## config.mk

```make
export PLATFORM = sky130hd
export DESIGN_NAME = bram_stream_writer
export DESIGN_NICKNAME = d
export VERILOG_FILES = /design/src/rtl/bram_stream_writer_pkg.sv /design/src/rtl/bram_stream_writer_addr.sv /design/src/rtl/bram_stream_writer.sv
export SDC_FILE = /design/constraint.sdc
export NUM_CORES = 1
export LEC_CHECK = 0
export CORE_ASPECT_RATIO = 0.75
export CORE_MARGIN = 10
export CORE_UTILIZATION = 45
export DETAILED_ROUTE_END_ITERATION = 10
export GPL_TIMING_DRIVEN = 0
export PLACE_DENSITY = 0.79
export SLEW_MARGIN = 25
export SYNTH_ARGS = -nofsm -noshare
export SYNTH_HDL_FRONTEND = slang
export SYNTH_SLANG_ARGS = --single-unit
```

## constraint.sdc

```tcl
create_clock -name clk -period 3.1 [get_ports clk]
set_clock_uncertainty 0.2 [all_clocks]
set_input_delay 0.62 -clock clk [delete_from_list [all_inputs] [get_ports clk]]
set_output_delay 0.62 -clock clk [all_outputs]
set_load 0.1 [all_outputs]
```

## src/rtl/bram_stream_writer_pkg.sv

```systemverilog
// Shared definitions for the BRAM stream writer and its companion read controller.
//  - Default geometry (data width, address width, memory depth).
//  - FSM state encodings, kept identical to simple_bram_ctrl so both ends decode alike.
package bram_stream_writer_pkg;

  localparam int unsigned BSW_DWIDTH   = 16;
  localparam int unsigned BSW_AWIDTH   = 7;
  localparam int unsigned BSW_MEM_SIZE = 128;

  // Raw state encodings shared with simple_bram_ctrl
  localparam logic [1:0] ST_IDLE  = 2'd0;
  localparam logic [1:0] ST_WRITE = 2'd1;
  localparam logic [1:0] ST_DONE  = 2'd2;

  typedef enum logic [1:0] {
    S_IDLE  = ST_IDLE,
    S_WRITE = ST_WRITE,
    S_DONE  = ST_DONE
  } bsw_state_e;

endpackage : bram_stream_writer_pkg

```

## src/rtl/bram_stream_writer_addr.sv

```systemverilog
// bram_addr_wrap_cnt: BRAM address counter with explicit wrap at MEM_SIZE.
//  clk         in  clock
//  reset       in  synchronous active-high reset (address -> 0)
//  i_load      in  load i_load_addr (has priority over i_inc)
//  i_load_addr in  address to load
//  i_inc       in  advance address by one, MEM_SIZE-1 wraps to 0
//  o_addr      out current address (registered)
module bram_addr_wrap_cnt #(
  parameter int unsigned AWIDTH   = 7,
  parameter int unsigned MEM_SIZE = 128
) (
  input  logic              clk,
  input  logic              reset,
  input  logic              i_load,
  input  logic [AWIDTH-1:0] i_load_addr,
  input  logic              i_inc,
  output logic [AWIDTH-1:0] o_addr
);

  localparam logic [AWIDTH-1:0] LAST_ADDR = AWIDTH'(MEM_SIZE - 1);

  logic [AWIDTH-1:0] r_addr;

  // Compare-and-reset wrap so non power-of-two depths work
  always_ff @(posedge clk) begin
    if (reset) begin
      r_addr <= '0;
    end else if (i_load) begin
      r_addr <= i_load_addr;
    end else if (i_inc) begin
      r_addr <= (r_addr == LAST_ADDR) ? '0 : r_addr + AWIDTH'(1);
    end
  end

  assign o_addr = r_addr;

endmodule : bram_addr_wrap_cnt

```

## src/rtl/bram_stream_writer.sv

```systemverilog
// bram_stream_writer: captures a run of i_num_cnt valid words from a read-out stream and
// writes them to a BRAM port at consecutive (wrapping) addresses from i_start_addr.
//  clk, reset          clock, synchronous active-high reset
//  i_run               start pulse, only honoured in IDLE
//  i_num_cnt           words to capture (latched with i_run)
//  i_start_addr        first BRAM address (latched with i_run)
//  i_valid, i_data     input stream, no backpressure
//  o_idle/o_write/o_done  state flags (o_done is a 1-cycle pulse)
//  o_overrun           sticky, i_valid seen outside WRITE
//  o_wr_cnt            words accepted in current/last run
//  o_checksum          wrapping sum of accepted words
//  addr1/ce1/we1/d1    BRAM write port
module bram_stream_writer
  import bram_stream_writer_pkg::*;
#(
  parameter int unsigned DWIDTH   = BSW_DWIDTH,
  parameter int unsigned AWIDTH   = BSW_AWIDTH,
  parameter int unsigned MEM_SIZE = BSW_MEM_SIZE
) (
  input  logic              clk,
  input  logic              reset,
  input  logic              i_run,
  input  logic [AWIDTH-1:0] i_num_cnt,
  input  logic [AWIDTH-1:0] i_start_addr,
  input  logic              i_valid,
  input  logic [DWIDTH-1:0] i_data,
  output logic              o_idle,
  output logic              o_write,
  output logic              o_done,
  output logic              o_overrun,
  output logic [AWIDTH-1:0] o_wr_cnt,
  output logic [DWIDTH-1:0] o_checksum,
  output logic [AWIDTH-1:0] addr1,
  output logic              ce1,
  output logic              we1,
  output logic [DWIDTH-1:0] d1
);

  bsw_state_e        r_state;
  logic [AWIDTH-1:0] r_num_cnt;
  logic [AWIDTH-1:0] r_wr_cnt;
  logic [DWIDTH-1:0] r_checksum;
  logic              r_idle;
  logic              r_write;
  logic              r_done;
  logic              r_overrun;
  logic [AWIDTH-1:0] r_addr1;
  logic              r_ce1;
  logic              r_we1;
  logic [DWIDTH-1:0] r_d1;

  logic [AWIDTH-1:0] w_addr;
  logic              w_load;
  logic              w_accept;
  logic              w_last;

  assign w_load   = (r_state == S_IDLE) && i_run;
  assign w_accept = (r_state == S_WRITE) && i_valid;
  assign w_last   = w_accept && ((r_wr_cnt + AWIDTH'(1)) == r_num_cnt);

  bram_addr_wrap_cnt #(
    .AWIDTH   (AWIDTH),
    .MEM_SIZE (MEM_SIZE)
  ) u_addr (
    .clk         (clk),
    .reset       (reset),
    .i_load      (w_load),
    .i_load_addr (i_start_addr),
    .i_inc       (w_accept),
    .o_addr      (w_addr)
  );

  // Control FSM with registered status flags and BRAM write port
  always_ff @(posedge clk) begin
    if (reset) begin
      r_state    <= S_IDLE;
      r_num_cnt  <= '0;
      r_wr_cnt   <= '0;
      r_checksum <= '0;
      r_idle     <= 1'b1;
      r_write    <= 1'b0;
      r_done     <= 1'b0;
      r_overrun  <= 1'b0;
      r_addr1    <= '0;
      r_ce1      <= 1'b0;
      r_we1      <= 1'b0;
      r_d1       <= '0;
    end else begin
      r_ce1  <= 1'b0;
      r_we1  <= 1'b0;
      r_done <= 1'b0;
      case (r_state)
        S_IDLE: begin
          if (i_run) begin
            r_num_cnt  <= i_num_cnt;
            r_wr_cnt   <= '0;
            r_checksum <= '0;
            r_idle     <= 1'b0;
            if (i_num_cnt == '0) begin
              r_state <= S_DONE;
              r_done  <= 1'b1;
            end else begin
              r_state <= S_WRITE;
              r_write <= 1'b1;
            end
          end
        end
        S_WRITE: begin
          if (i_valid) begin
            r_ce1      <= 1'b1;
            r_we1      <= 1'b1;
            r_addr1    <= w_addr;
            r_d1       <= i_data;
            r_wr_cnt   <= r_wr_cnt + AWIDTH'(1);
            r_checksum <= r_checksum + i_data;
            // Final write and o_done share the same cycle
            if (w_last) begin
              r_state <= S_DONE;
              r_write <= 1'b0;
              r_done  <= 1'b1;
            end
          end
        end
        S_DONE: begin
          r_state <= S_IDLE;
          r_idle  <= 1'b1;
        end
        default: begin
          r_state <= S_IDLE;
          r_idle  <= 1'b1;
          r_write <= 1'b0;
        end
      endcase

      // A stray word wins over the clear from a coincident i_run
      if (i_valid && (r_state != S_WRITE)) begin
        r_overrun <= 1'b1;
      end else if (w_load) begin
        r_overrun <= 1'b0;
      end
    end
  end

  assign o_idle     = r_idle;
  assign o_write    = r_write;
  assign o_done     = r_done;
  assign o_overrun  = r_overrun;
  assign o_wr_cnt   = r_wr_cnt;
  assign o_checksum = r_checksum;
  assign addr1      = r_addr1;
  assign ce1        = r_ce1;
  assign we1        = r_we1;
  assign d1         = r_d1;

endmodule : bram_stream_writer

```

* Yosys cells after proc, flatten, opt, wreduce, memory -nomap -nowiden
Cells that the tools add are included.
** Cells by class
- Add/subtract/negate cells :: 3
- Multipliers :: 0
- Div/mod/pow operators :: 0
- Order comparisons :: 0
- Equal/unequal tests :: 9
- Shifts and indexed selects :: 0
- Multiplexer cells :: 29
- Bitwise operators :: 2
- Reductions and logical operators :: 16
** Operator list (number)
- 7-bit 2-to-1 mux :: 5
- 16-bit 2-to-1 mux :: 2
- 16-bit case mux with 2 select lines :: 1
- 16-bit adder :: 1
- 7-bit by 1-bit adder with 7-bit output (second input constant) :: 2
- 7-bit case mux with 2 select lines :: 1
- 1-bit 2-to-1 mux :: 12
- 2-bit 2-to-1 mux :: 4
- 2-bit != test (second input constant) :: 4
- 7-bit == test :: 1
- 7-bit == test (second input constant) :: 1
- 7-bit logical NOT :: 1
- 2-bit AND reduction :: 3
- 3-bit AND reduction :: 2
- 2-bit nonzero test :: 3
- 5-bit AND reduction :: 1
- 1-bit logical AND :: 4
- 1-bit case mux with 2 select lines :: 2
- 2-bit case mux with 2 select lines :: 1
- 1-bit case mux with 3 select lines :: 1
- 2-bit by 1-bit == test with 1-bit output (second input constant) :: 1
- 2-bit == test (second input constant) :: 1
- 2-bit logical NOT :: 1
- 2-bit by 1-bit != test with 1-bit output (second input constant) :: 1
- other kinds (2) :: 3
** Word-level totals
- Register bits :: 67
- Latch bits :: 0
- Memory bits (writable) :: 0
- Bits in read-only memories :: 0
- Input bits :: 34
- Output and inout bits :: 52
- Word-level logic and storage cells :: 71
- Memories :: 0

* Depth between registers and ports, before layout
Gate-level depths: netlist of run 1.
- Word-level depth :: 6
- Gate-level depth with buffers :: 9
- Mapped depth without buffers :: 8

* By module
Synthesis of run 1 repeated with hierarchy kept, for this count alone.
** Unflattened totals
- Cells, all modules :: 416
- Area, all modules :: 3422.0 µm²
** By module, submodules not included
- bram_stream_writer :: times used 1, cells an instance 368, area an instance 2995.4 µm², sequential area each 1201.2 µm²
- bram_addr_wrap_cnt :: times used 1, cells an instance 48, area an instance 426.7 µm², sequential area each 140.1 µm²

* Least setup slack after synthesis of run 1
No wires, ideal clock.
- Path type :: register -> register
- Start point :: register r_checksum[2], in the netlist o_checksum[2]
- End point :: register r_checksum[15], in the netlist o_checksum[15]
- Data arrival time :: 2.515 ns
- Setup slack :: 0.257 ns
- Cell stages (with the launch flop) :: 8
- Cell sequence :: dfxtp_1 -> ha_1 -> o211ai_1 -> o211a_1 -> o31a_1 -> o31a_1 -> mux2i_1 -> o211ai_1
** Between the ends
- Longest elaborated chain between the ends :: 3
** RTL lines
- start: declaration :: RTL line bram_stream_writer.sv:42 : logic [DWIDTH-1:0] r_checksum;
- start signal: assignment :: RTL line bram_stream_writer.sv:115 : r_checksum <= r_checksum + i_data;
- 16-bit adder :: RTL line bram_stream_writer.sv:115
- 16-bit 2-to-1 mux :: RTL line bram_stream_writer.sv:109 : if (i_valid) begin
- 16-bit case mux with 2 select lines :: RTL line bram_stream_writer.sv:92 : case (r_state)
No other way between the ends. The select of a mux whose other input is x is not followed.
A chain may end at the register's enable or synchronous reset.

* Final worst setup path of run 1
- Start point :: input port i_data[0]
- End point :: register r_checksum[12], in the netlist o_checksum[12]
** Between the ends
- Longest elaborated chain between the ends :: 3
** RTL lines
- start: declaration :: RTL line bram_stream_writer.sv:26 : input logic [DWIDTH-1:0] i_data,
- 16-bit adder :: RTL line bram_stream_writer.sv:115
- 16-bit 2-to-1 mux :: RTL line bram_stream_writer.sv:109
- 16-bit case mux with 2 select lines :: RTL line bram_stream_writer.sv:92
No other way between the ends. The select of a mux whose other input is x is not followed.

==> results.sh, run 1 <==
export IMPL_core_area_um2=6960
export IMPL_rsz0062_at_grt="false"
export IMPL_async_flop_share=0
export IMPL_crit_arrival_ns=3.00
export IMPL_synth_area_um2=3300
export IMPL_p_per_area_nw_per_um2=515
export IMPL_fmax_mhz=336
export IMPL_finalSetupViolCount=0
export IMPL_status="finished clean"
export IMPL_path_class="in -> reg"
export IMPL_antenna_found_initial=0
export IMPL_synthesis_nets=467
export IMPL_drtIter0Drc=171
export IMPL_cp_top_family="compound AO/OA/AOI/OAI gates"
export IMPL_cts_sinks=67
export IMPL_cts_made_buffers=9
export IMPL_netlist_top_cells_area="dfxtp_1 (41%), nand2_1 (11%), a21oi_1 (7.7%)"
export IMPL_area_growth_syn_to_layout_pct=36.5
export IMPL_post_cts_setup_buffers=0
export IMPL_vias=3269
export IMPL_dp_worst_setup_slack_ns=-0.195
export IMPL_cp_slowest_cell="clkdlybuf4s50_1"
export IMPL_grt_usage=0.169
export IMPL_drtAntennaViolNets=0
export IMPL_fin_crit_sh=0.959
export IMPL_start_util=0.473
export IMPL_root_buffer="clkbuf_8"
export IMPL_yosysTopAreaCellShare=0.407
export IMPL_ys_seq_elements=67
export IMPL_insertion_delay_ns=0.35
export IMPL_ios=86
export IMPL_hold_path_class="reg -> reg"
export IMPL_clockBufferDepth=2
export IMPL_grt_pass1_vias=3173
export IMPL_cp_max_fo=3
export IMPL_avgSynthCellArea_um2=7.94
export IMPL_cp_required_ns=3.13
export IMPL_cpPeakStageDelay_ns=0.46
export IMPL_firstDrtPassIters=5
export IMPL_slew_violations=0
export IMPL_vias_per_cell=5.33
export IMPL_io_buffers=85
export IMPL_synth_largest_area_cell="dfxtp_1"
export IMPL_synth_ff_type="dfxtp_1"
export IMPL_postCtsHoldBufs=0
export IMPL_layout_nets=563
export IMPL_drc=0
export IMPL_irDropWorstVdd_mv=0.302
export IMPL_place_hpwl_um=7420
export IMPL_dieArea_um2=11200
export IMPL_wl_um=9610
export IMPL_postLayoutCoreUtil=0.646
export IMPL_crit_chain="clkdlybuf4s50_1, ha_1, fa_1, a21oi_1, o21a_1, o2111ai_1, a221oi_1, xor2_1, o21ai_0"
export IMPL_grt_max_degree=12
export IMPL_grt_pass1_wl_um=15600
export IMPL_synth_edff_count=0
export IMPL_grt_overflow=0
export IMPL_cts_resized=0
export IMPL_maxSlewHeadroom=0.325
export IMPL_post_route_min_period_ns=2.97
export IMPL_p_leak_nw=1.69
export IMPL_endpoint_kind="register"
export IMPL_max_cap_viol_count=0
export IMPL_ys_seq_area_frac=0.407
export IMPL_hold_viol=0
export IMPL_rows=26
export IMPL_clkTransAtPathRegs_ns=0.07
export IMPL_netlist_cell_type_count=47
export IMPL_die_h_um=94.1
export IMPL_cp_start_kind="input pin"
export IMPL_routabilityCongestion=0.879
export IMPL_worstMarginPinSlew_ns=1.01
export IMPL_critical_path_buf_inv_count=1
export IMPL_drive_above_1_share=0.0427
export IMPL_antenna_cells=0
export IMPL_hold_ws_ns=0.254
export IMPL_cts_tree="built"
export IMPL_ys_warn_count=0
export IMPL_htree_num_levels=3
export IMPL_die_w_um=119
export IMPL_wl_per_cell_um=15.7
export IMPL_fin_ws_ns=0.128
export IMPL_netlist_instances=415
[stage by stage]
| step | instance area (µm²) | power, mW | instances | setup TNS (ns) |
|---|---|---|---|---|
| CTS | 4500 | 2.33 | 613 | 0 |
| global placement | 4270 | 1.46 | 598 | -0.334 |
| detailed placement | 4270 | 1.47 | 598 | -0.442 |
| floorplan | 3300 | 1.31 | 415 | 0 |
| global route | 4500 | 2.40 | 613 | 0 |
| finish | 4500 | 2.32 | 613 | 0 |
[worst paths after layout]
check	slack, ns	endpoint	from	depth (start not counted)
worst min-delay path	0.25	d1[3]$_SDFFE_PP0P_	d1[3]$_SDFFE_PP0P_	2
worst max register to register	0.56	o_checksum[12]$_SDFFE_PP0P_	o_checksum[0]$_SDFFE_PP0P_	8
worst max-delay path	0.13	o_checksum[12]$_SDFFE_PP0P_	i_data[0]	9
worst min register to register	0.25	d1[3]$_SDFFE_PP0P_	d1[3]$_SDFFE_PP0P_	2
[sequential cells by signal, summed over array words and instances, names as in the netlist]
| signal | cells |
|---|---|
| addr1 | 7 |
| d1 | 16 |
| o_checksum | 16 |
| o_done | 1 |
| o_idle | 1 |
| o_overrun | 1 |
| o_wr_cnt | 7 |
| o_write | 1 |
| r_num_cnt | 7 |
| r_state | 2 |
| u_addr.o_addr | 7 |
| we1 | 1 |
[logic make-up after synthesis]
logic type | after synthesis | synth area share
buffers and inverters | 24 | 0.0300
adder cells (fa/ha/maj) | 18 | 0.0706
multiplexers | 1 | 0.00304
flip-flops | 67 | 0.407
XOR/XNOR | 26 | 0.0691
AND/OR/NAND/NOR | 165 | 0.213
AO/OA/AOI/OAI | 114 | 0.207
[worst reg2reg max path, cell delays in order (launching register included)]
cell and delay (ns):
dfxtp_1 0.34, ha_1 0.24, fa_1 0.41, a21oi_1 0.21
o21a_1 0.20, o2111ai_1 0.18, a221oi_1 0.38, xor2_1 0.18
o21ai_0 0.08
[cells in the final DEF, fill, tap and decap left out, drive strengths merged, types with 6 or more instances in the layout]
master / Yosys / routed
a21oi: 51 / 51
o21ai: 26 / 26
nor2: 31 / 31
dfxtp: 67 / 67
nand3: 7 / 7
nand2: 98 / 98
xnor2: 13 / 13
ha: 17 / 17
clkbuf: 15 / 24
nor3: 6 / 6
clkdlybuf4s50: 0 / 85
a211oi: 9 / 9
xor2: 13 / 13
[final cells by class]
class                           instances  area [µm²]
Buffer                                 19        80.1
Clock buffer                            9         124
Clock inverter                          6         105
Fill cell                             628        2460
Inverter                                5        18.8
Multi-Input combinational cell        324        1860
Sequential cell                        67        1340
Tap cell                               98         123
Timing Repair Buffer                   85         851
[metal layers]
layer / part of all wire / track usage
met3: 0.068 / 0.0559
met5: 0 / 0
met2: 0.44 / 0.262
met4: 0.014 / 0.0578
met1: 0.48 / 0.215
[where the power goes]
part | internal (mW) | switching (mW) | leakage [nW]
Combinational | 0.165 | 0.353 | 1.02
Sequential | 0.901 | 0.0338 | 0.546
Clock | 0.525 | 0.338 | 0.119
[cells in the mapped netlist (all sizes together), types with 2 or more instances]
cell     number
nand3         7
nor2b         2
o21a          3
inv           4
or3           2
clkbuf       15
or2           2
ha           17
nand2b        2
o2111ai       2
o21bai        2
nor4          3
a21oi        51
o31a          2
a21o          2
a22o          4
o21ai        26
a211oi        9
nand4         2
xnor2        13
nor3b         3
buf           4
xor2         13
nand2        98
a31oi         2
nor2         31
dfxtp        67
o211ai        2
and3          4
nor3          6
Note: power is estimated with default switching activity, not from simulation.
==> inputs of run 2 (changes only) <==
--- a/config.mk
+++ b/config.mk
@@ -6,8 +6,9 @@
 export NUM_CORES = 1
 export LEC_CHECK = 0
 export CORE_ASPECT_RATIO = 0.75
-export CORE_MARGIN = 10
+export CORE_MARGIN = 2
 export CORE_UTILIZATION = 45
+export CTS_CLUSTER_SIZE = 10
 export DETAILED_ROUTE_END_ITERATION = 10
 export GPL_TIMING_DRIVEN = 0
 export PLACE_DENSITY = 0.79
==> results.sh, run 2 (synthesized netlist as in run 1, its figures left out) <==
export IMPL_stdcell_count=613
export IMPL_cts_tree="built"
export IMPL_cp_start_kind="input pin"
export IMPL_worstHoldStart="addr1[6]$_SDFFE_PP0P_"
export IMPL_grt_pass1_wl_um=14300
export IMPL_fin_crit_sh=0.960
export IMPL_post_cts_setup_buffers=0
export IMPL_cts_sinks=67
export IMPL_drtIter0Drc=101
export IMPL_rsz0062_at_grt="false"
export IMPL_ios=86
export IMPL_rows=26
export IMPL_fin_ws_ns=0.124
export IMPL_drtAntennaViolNets=0
export IMPL_drive_above_1_share=0.0427
export IMPL_placed_area_um2=4270
export IMPL_dp_worst_setup_slack_ns=-0.186
export IMPL_vias_per_cell=5.34
export IMPL_dieArea_um2=8030
export IMPL_endpoint_kind="register"
export IMPL_ff2ff_setup_slack_ns=0.56
export IMPL_total_power_mw=2.16
export IMPL_clockBufferDepth=2
export IMPL_grt_pass1_vias=3032
export IMPL_start_util=0.473
export IMPL_placed_cells=598
export IMPL_critical_path_buf_inv_count=1
export IMPL_wl_per_cell_um=14.4
export IMPL_hold_viol=0
export IMPL_vias=3273
export IMPL_drc=0
export IMPL_antenna_found_initial=0
export IMPL_slew_violations=0
export IMPL_maxSlewHeadroom=0.321
export IMPL_rr_startpoint="o_checksum[0]$_SDFFE_PP0P_"
export IMPL_cp_required_ns=3.12
export IMPL_htree_num_levels=3
export IMPL_io_buffers=85
export IMPL_max_cap_viol_count=0
export IMPL_grt_usage=0.226
export IMPL_cts_resized=0
export IMPL_finalSetupViolCount=0
export IMPL_min_to="addr1[6]$_SDFFE_PP0P_"
export IMPL_ff2ff_path_depth=8
export IMPL_final_common_cell="nand2_1"
export IMPL_firstDrtPassIters=6
export IMPL_core_area_um2=6960
export IMPL_antenna_cells=0
export IMPL_routabilityCongestion=0.894
export IMPL_grt_overflow=0
export IMPL_place_hpwl_um=6640
export IMPL_cp_top_family="compound AO/OA/AOI/OAI gates"
export IMPL_worstMarginPinSlew_ns=1.02
export IMPL_fmax_mhz=336
export IMPL_fill_cells=634
export IMPL_crit_arrival_ns=3.00
export IMPL_cp_max_fo=3
export IMPL_clkTransAtPathRegs_ns=0.08
export IMPL_post_route_min_period_ns=2.98
export IMPL_crit_chain="clkdlybuf4s50_1, ha_1, fa_1, a21oi_1, o21a_1, o2111ai_1, a221oi_1, xor2_1, o21ai_0"
export IMPL_grt_max_degree=13
export IMPL_layout_nets=563
export IMPL_status="finished clean"
export IMPL_root_buffer="clkbuf_8"
export IMPL_path_class="in -> reg"
export IMPL_insertion_delay_ns=0.35
export IMPL_cpPeakStageDelay_ns=0.45
export IMPL_cp_slowest_cell="clkdlybuf4s50_1"
export IMPL_fin_area_um2=4460
export IMPL_wl_um=8840
export IMPL_final_cell_mix="nand2_1 (98), clkdlybuf4s50_1 (85), dfxtp_1 (67)"
export IMPL_area_growth_syn_to_layout_pct=35.3
export IMPL_hold_path_class="reg -> reg"
export IMPL_p_per_area_nw_per_um2=485
export IMPL_hold_depth=2
export IMPL_r2r_end="o_checksum[12]$_SDFFE_PP0P_"
export IMPL_die_w_um=103
export IMPL_irDropWorstVdd_mv=0.261
export IMPL_die_h_um=78.1
export IMPL_postCtsHoldBufs=0
export IMPL_cts_made_buffers=9
export IMPL_p_leak_nw=1.65
## run 2: worst max path at each step
stage	slack [ns]	to	cells past startpoint	start
final	0.12	o_checksum[12]$_SDFFE_PP0P_	9	i_data[0]
after global routing	0.01	o_checksum[12]$_SDFFE_PP0P_	9	i_data[0]
after CTS	0.17	o_checksum[12]$_SDFFE_PP0P_	9	i_data[0]
after detailed placement	-0.19	o_checksum[12]$_SDFFE_PP0P_	9	i_data[0]
after global placement	-0.17	o_checksum[12]$_SDFFE_PP0P_	9	i_data[0]
after floorplan	0.26	o_checksum[15]$_SDFFE_PP0P_	7	o_checksum[2]$_SDFFE_PP0P_
## run 2: tightest hold or removal path, delay by kind of cell (launching register included)
| family | cells | cell delay, ns |
|---|---|---|
| DFF | 1 | 0.31 |
| AOI/OAI and AO/OA | 1 | 0.05 |
| and+or+nand+nor | 1 | 0.05 |
## run 2: where the power goes
| part | leakage, nW | total [mW] | switching (mW) | internal [mW] |
|---|---|---|---|---|
| logic | 1.02 | 0.516 | 0.351 | 0.165 |
| registers | 0.546 | 0.935 | 0.0344 | 0.901 |
| clock network | 0.0796 | 0.710 | 0.344 | 0.366 |
| total | 1.65 | 2.16 | 0.730 | 1.43 |
## run 2: area by class of cell
| cell class | instances | area, µm² | share of cell area |
|---|---|---|---|
| inverter | 5 | 18.8 | 0.00421 |
| tap | 98 | 123 | 0.0275 |
| multi-input combinational | 324 | 1860 | 0.416 |
| buffer | 19 | 80.1 | 0.0180 |
| clock inverter | 6 | 67.6 | 0.0151 |
| timing repair buffer | 85 | 851 | 0.191 |
| sequential | 67 | 1340 | 0.301 |
| clock buffer | 9 | 124 | 0.0278 |
## run 2: metrics by stage
| step | hold WS [ns] | utilization | TNS, ns |
|---|---|---|---|
| after global placement | 0.242 | 0.613 | -0.343 |
| after CTS | 0.256 | 0.641 | 0 |
| final | 0.254 | 0.641 | 0 |
| after detailed placement | 0.246 | 0.613 | -0.461 |
| after floorplan | 0.248 | - | 0 |
| after global routing | 0.279 | 0.641 | 0 |
## run 2: layer usage
metal  share of wire  up-vias  track usage
met1            0.48     1521        0.320
met5               0        -            0
met3           0.060       10       0.0650
li1                -     1639            -
met4           0.012        0       0.0618
met2            0.45      103        0.335
==> inputs of run 3 (changes only) <==
--- a/config.mk
+++ b/config.mk
@@ -7,11 +7,11 @@
 export LEC_CHECK = 0
 export CORE_ASPECT_RATIO = 0.75
 export CORE_MARGIN = 2
-export CORE_UTILIZATION = 45
+export CORE_UTILIZATION = 49
 export CTS_CLUSTER_SIZE = 10
 export DETAILED_ROUTE_END_ITERATION = 10
 export GPL_TIMING_DRIVEN = 0
-export PLACE_DENSITY = 0.79
+export PLACE_DENSITY = 0.84
 export SLEW_MARGIN = 25
 export SYNTH_ARGS = -nofsm -noshare
 export SYNTH_HDL_FRONTEND = slang
==> results.sh, run 3 (synthesized netlist as in run 1, its figures left out) <==
export IMPL_status="finished clean"
export IMPL_post_route_min_period_ns=2.98
export IMPL_start_util=0.514
export IMPL_wl_per_cell_um=15.3
export IMPL_grt_pass1_wl_um=14600
export IMPL_multi_input_area_um2=1860
export IMPL_cp_common_cell="a21oi_1"
export IMPL_grt_pass1_vias=3061
export IMPL_critical_path_buf_inv_count=1
export IMPL_worstMarginPinSlew_ns=0.996
export IMPL_insertion_delay_ns=0.35
export IMPL_top_usage_layer="met2"
export IMPL_drc=0
export IMPL_endpoint_kind="register"
export IMPL_post_cts_setup_buffers=0
export IMPL_worstHoldStart="d1[4]$_SDFFE_PP0P_"
export IMPL_dieArea_um2=7400
export IMPL_vias=3315
export IMPL_firstDrtPassIters=4
export IMPL_cts_sinks=67
export IMPL_hold_path_class="reg -> reg"
export IMPL_crit_cells=9
export IMPL_r2r_end="o_checksum[10]$_SDFFE_PP0P_"
export IMPL_ff2ff_setup_slack_ns=0.54
export IMPL_finalSetupViolCount=0
export IMPL_p_leak_nw=1.68
export IMPL_use_met1=0.339
export IMPL_fill_cells=511
export IMPL_cp_top_family="compound AO/OA/AOI/OAI gates"
export IMPL_cts_tree="built"
export IMPL_die_h_um=75.0
export IMPL_htree_num_levels=3
export IMPL_cpPeakStageDelay_ns=0.45
export IMPL_placed_cells=581
export IMPL_clkTransAtPathRegs_ns=0.07
export IMPL_seq_area_um2=1340
export IMPL_path_class="in -> reg"
export IMPL_met3_usage=0.0669
export IMPL_cp_start_kind="input pin"
export IMPL_stdcell_count=595
export IMPL_rsz0062_at_grt="false"
export IMPL_final_cell_mix="nand2_1 (98), clkdlybuf4s50_1 (85), dfxtp_1 (67)"
export IMPL_fmax_mhz=336
export IMPL_cp_required_ns=3.11
export IMPL_rows=25
export IMPL_tns_ns=0
export IMPL_antenna_cells=0
export IMPL_grt_overflow=0
export IMPL_area_growth_syn_to_layout_pct=35.2
export IMPL_cp_max_fo=3
export IMPL_maxSlewHeadroom=0.334
export IMPL_final_common_cell="nand2_1"
export IMPL_root_buffer="clkbuf_8"
export IMPL_ios=86
export IMPL_ff2ff_path_depth=8
export IMPL_rr_startpoint="o_checksum[0]$_SDFFE_PP0P_"
export IMPL_antenna_found_initial=0
export IMPL_grt_usage=0.251
export IMPL_hold_viol=0
export IMPL_grt_util_met2=0.401
export IMPL_vias_per_cell=5.57
export IMPL_postCtsHoldBufs=0
export IMPL_crit_arrival_ns=2.99
export IMPL_wl_um=9110
export IMPL_drtAntennaViolNets=0
export IMPL_die_w_um=98.7
export IMPL_clockBufferDepth=2
export IMPL_cp_slowest_cell="clkdlybuf4s50_1"
export IMPL_cts_made_buffers=9
export IMPL_min_to="d1[4]$_SDFFE_PP0P_"
export IMPL_hold_depth=2
export IMPL_drtIter0Drc=235
export IMPL_cts_resized=0
export IMPL_io_buffers=85
export IMPL_grt_max_degree=11
export IMPL_routabilityCongestion=0.889
export IMPL_layout_nets=563
export IMPL_irDropWorstVdd_mv=0.340
export IMPL_crit_chain="clkdlybuf4s50_1, ha_1, fa_1, a21oi_1, o21a_1, o2111ai_1, a21oi_1, xor2_1, o21ai_0"
export IMPL_fin_crit_sh=0.961
export IMPL_core_area_um2=6410
export IMPL_max_cap_viol_count=0
export IMPL_p_per_area_nw_per_um2=495
export IMPL_place_hpwl_um=6920
export IMPL_slew_violations=0
export IMPL_drive_above_1_share=0.0428
run 3: cell types whose count changed in the layout (fill, tap and decap cells not counted):
cell and delta:
clkinvlp_4 -5, clkbuf_8 +3, a221oi_1 -1, a221oi_2 +1
clkinv_2 +1
run 3: how the worst max path moves through the flow:
| stage | from | end |
|---|---|---|
| floorplan | o_checksum[2]$_SDFFE_PP0P_ | o_checksum[15]$_SDFFE_PP0P_ |
| global placement | i_data[0] | o_checksum[12]$_SDFFE_PP0P_ |
| detailed placement | i_data[0] | o_checksum[12]$_SDFFE_PP0P_ |
| CTS | i_data[0] | o_checksum[12]$_SDFFE_PP0P_ |
| global route | i_data[0] | o_checksum[12]$_SDFFE_PP0P_ |
| finish | i_data[0] | o_checksum[10]$_SDFFE_PP0P_ |
run 3: area by class of cell:
type | count | area share
repair buffers | 85 | 0.191
plain buffers | 19 | 0.0180
clock buffers | 12 | 0.0371
clock inverters | 2 | 0.00787
multi-input cells | 324 | 0.418
flip-flops and latches | 67 | 0.301
well taps | 81 | 0.0228
inverters | 5 | 0.00421
run 3: power breakdown:
group	switching (mW)	leakage (nW)	internal [mW]	total, mW
Combinational	0.355	1.02	0.165	0.520
Sequential	0.0345	0.546	0.901	0.936
Clock	0.324	0.104	0.427	0.751
run 3: metrics by stage:
stage	power, mW	instance area [µm²]	hold slack [ns]	utilization	worst slack, ns
3_3_place_gp	1.46	4250	0.241	0.662	-0.157
6_report	2.21	4450	0.256	0.695	0.120
3_5_place_dp	1.47	4250	0.248	0.662	-0.178
4_1_cts	2.21	4450	0.258	0.694	0.180
5_1_grt	2.30	4450	0.276	0.695	0.0110
2_1_floorplan	1.31	3300	0.248	-	0.257
run 3: worst register-to-register path, cell delays in order (launching register included):
cell and delay [ns]:
dfxtp_1 0.34, ha_1 0.23, fa_1 0.42, a21oi_1 0.23, o21a_1 0.20, o2111ai_1 0.20, a21oi_1 0.35, xor2_1 0.17
o21ai_0 0.09
run 3: layer usage:
layer,part of all wire,routed length (µm)
met1,0.46,4240
met2,0.46,4170
met3,0.064,584
met4,0.013,119
met5,0,0
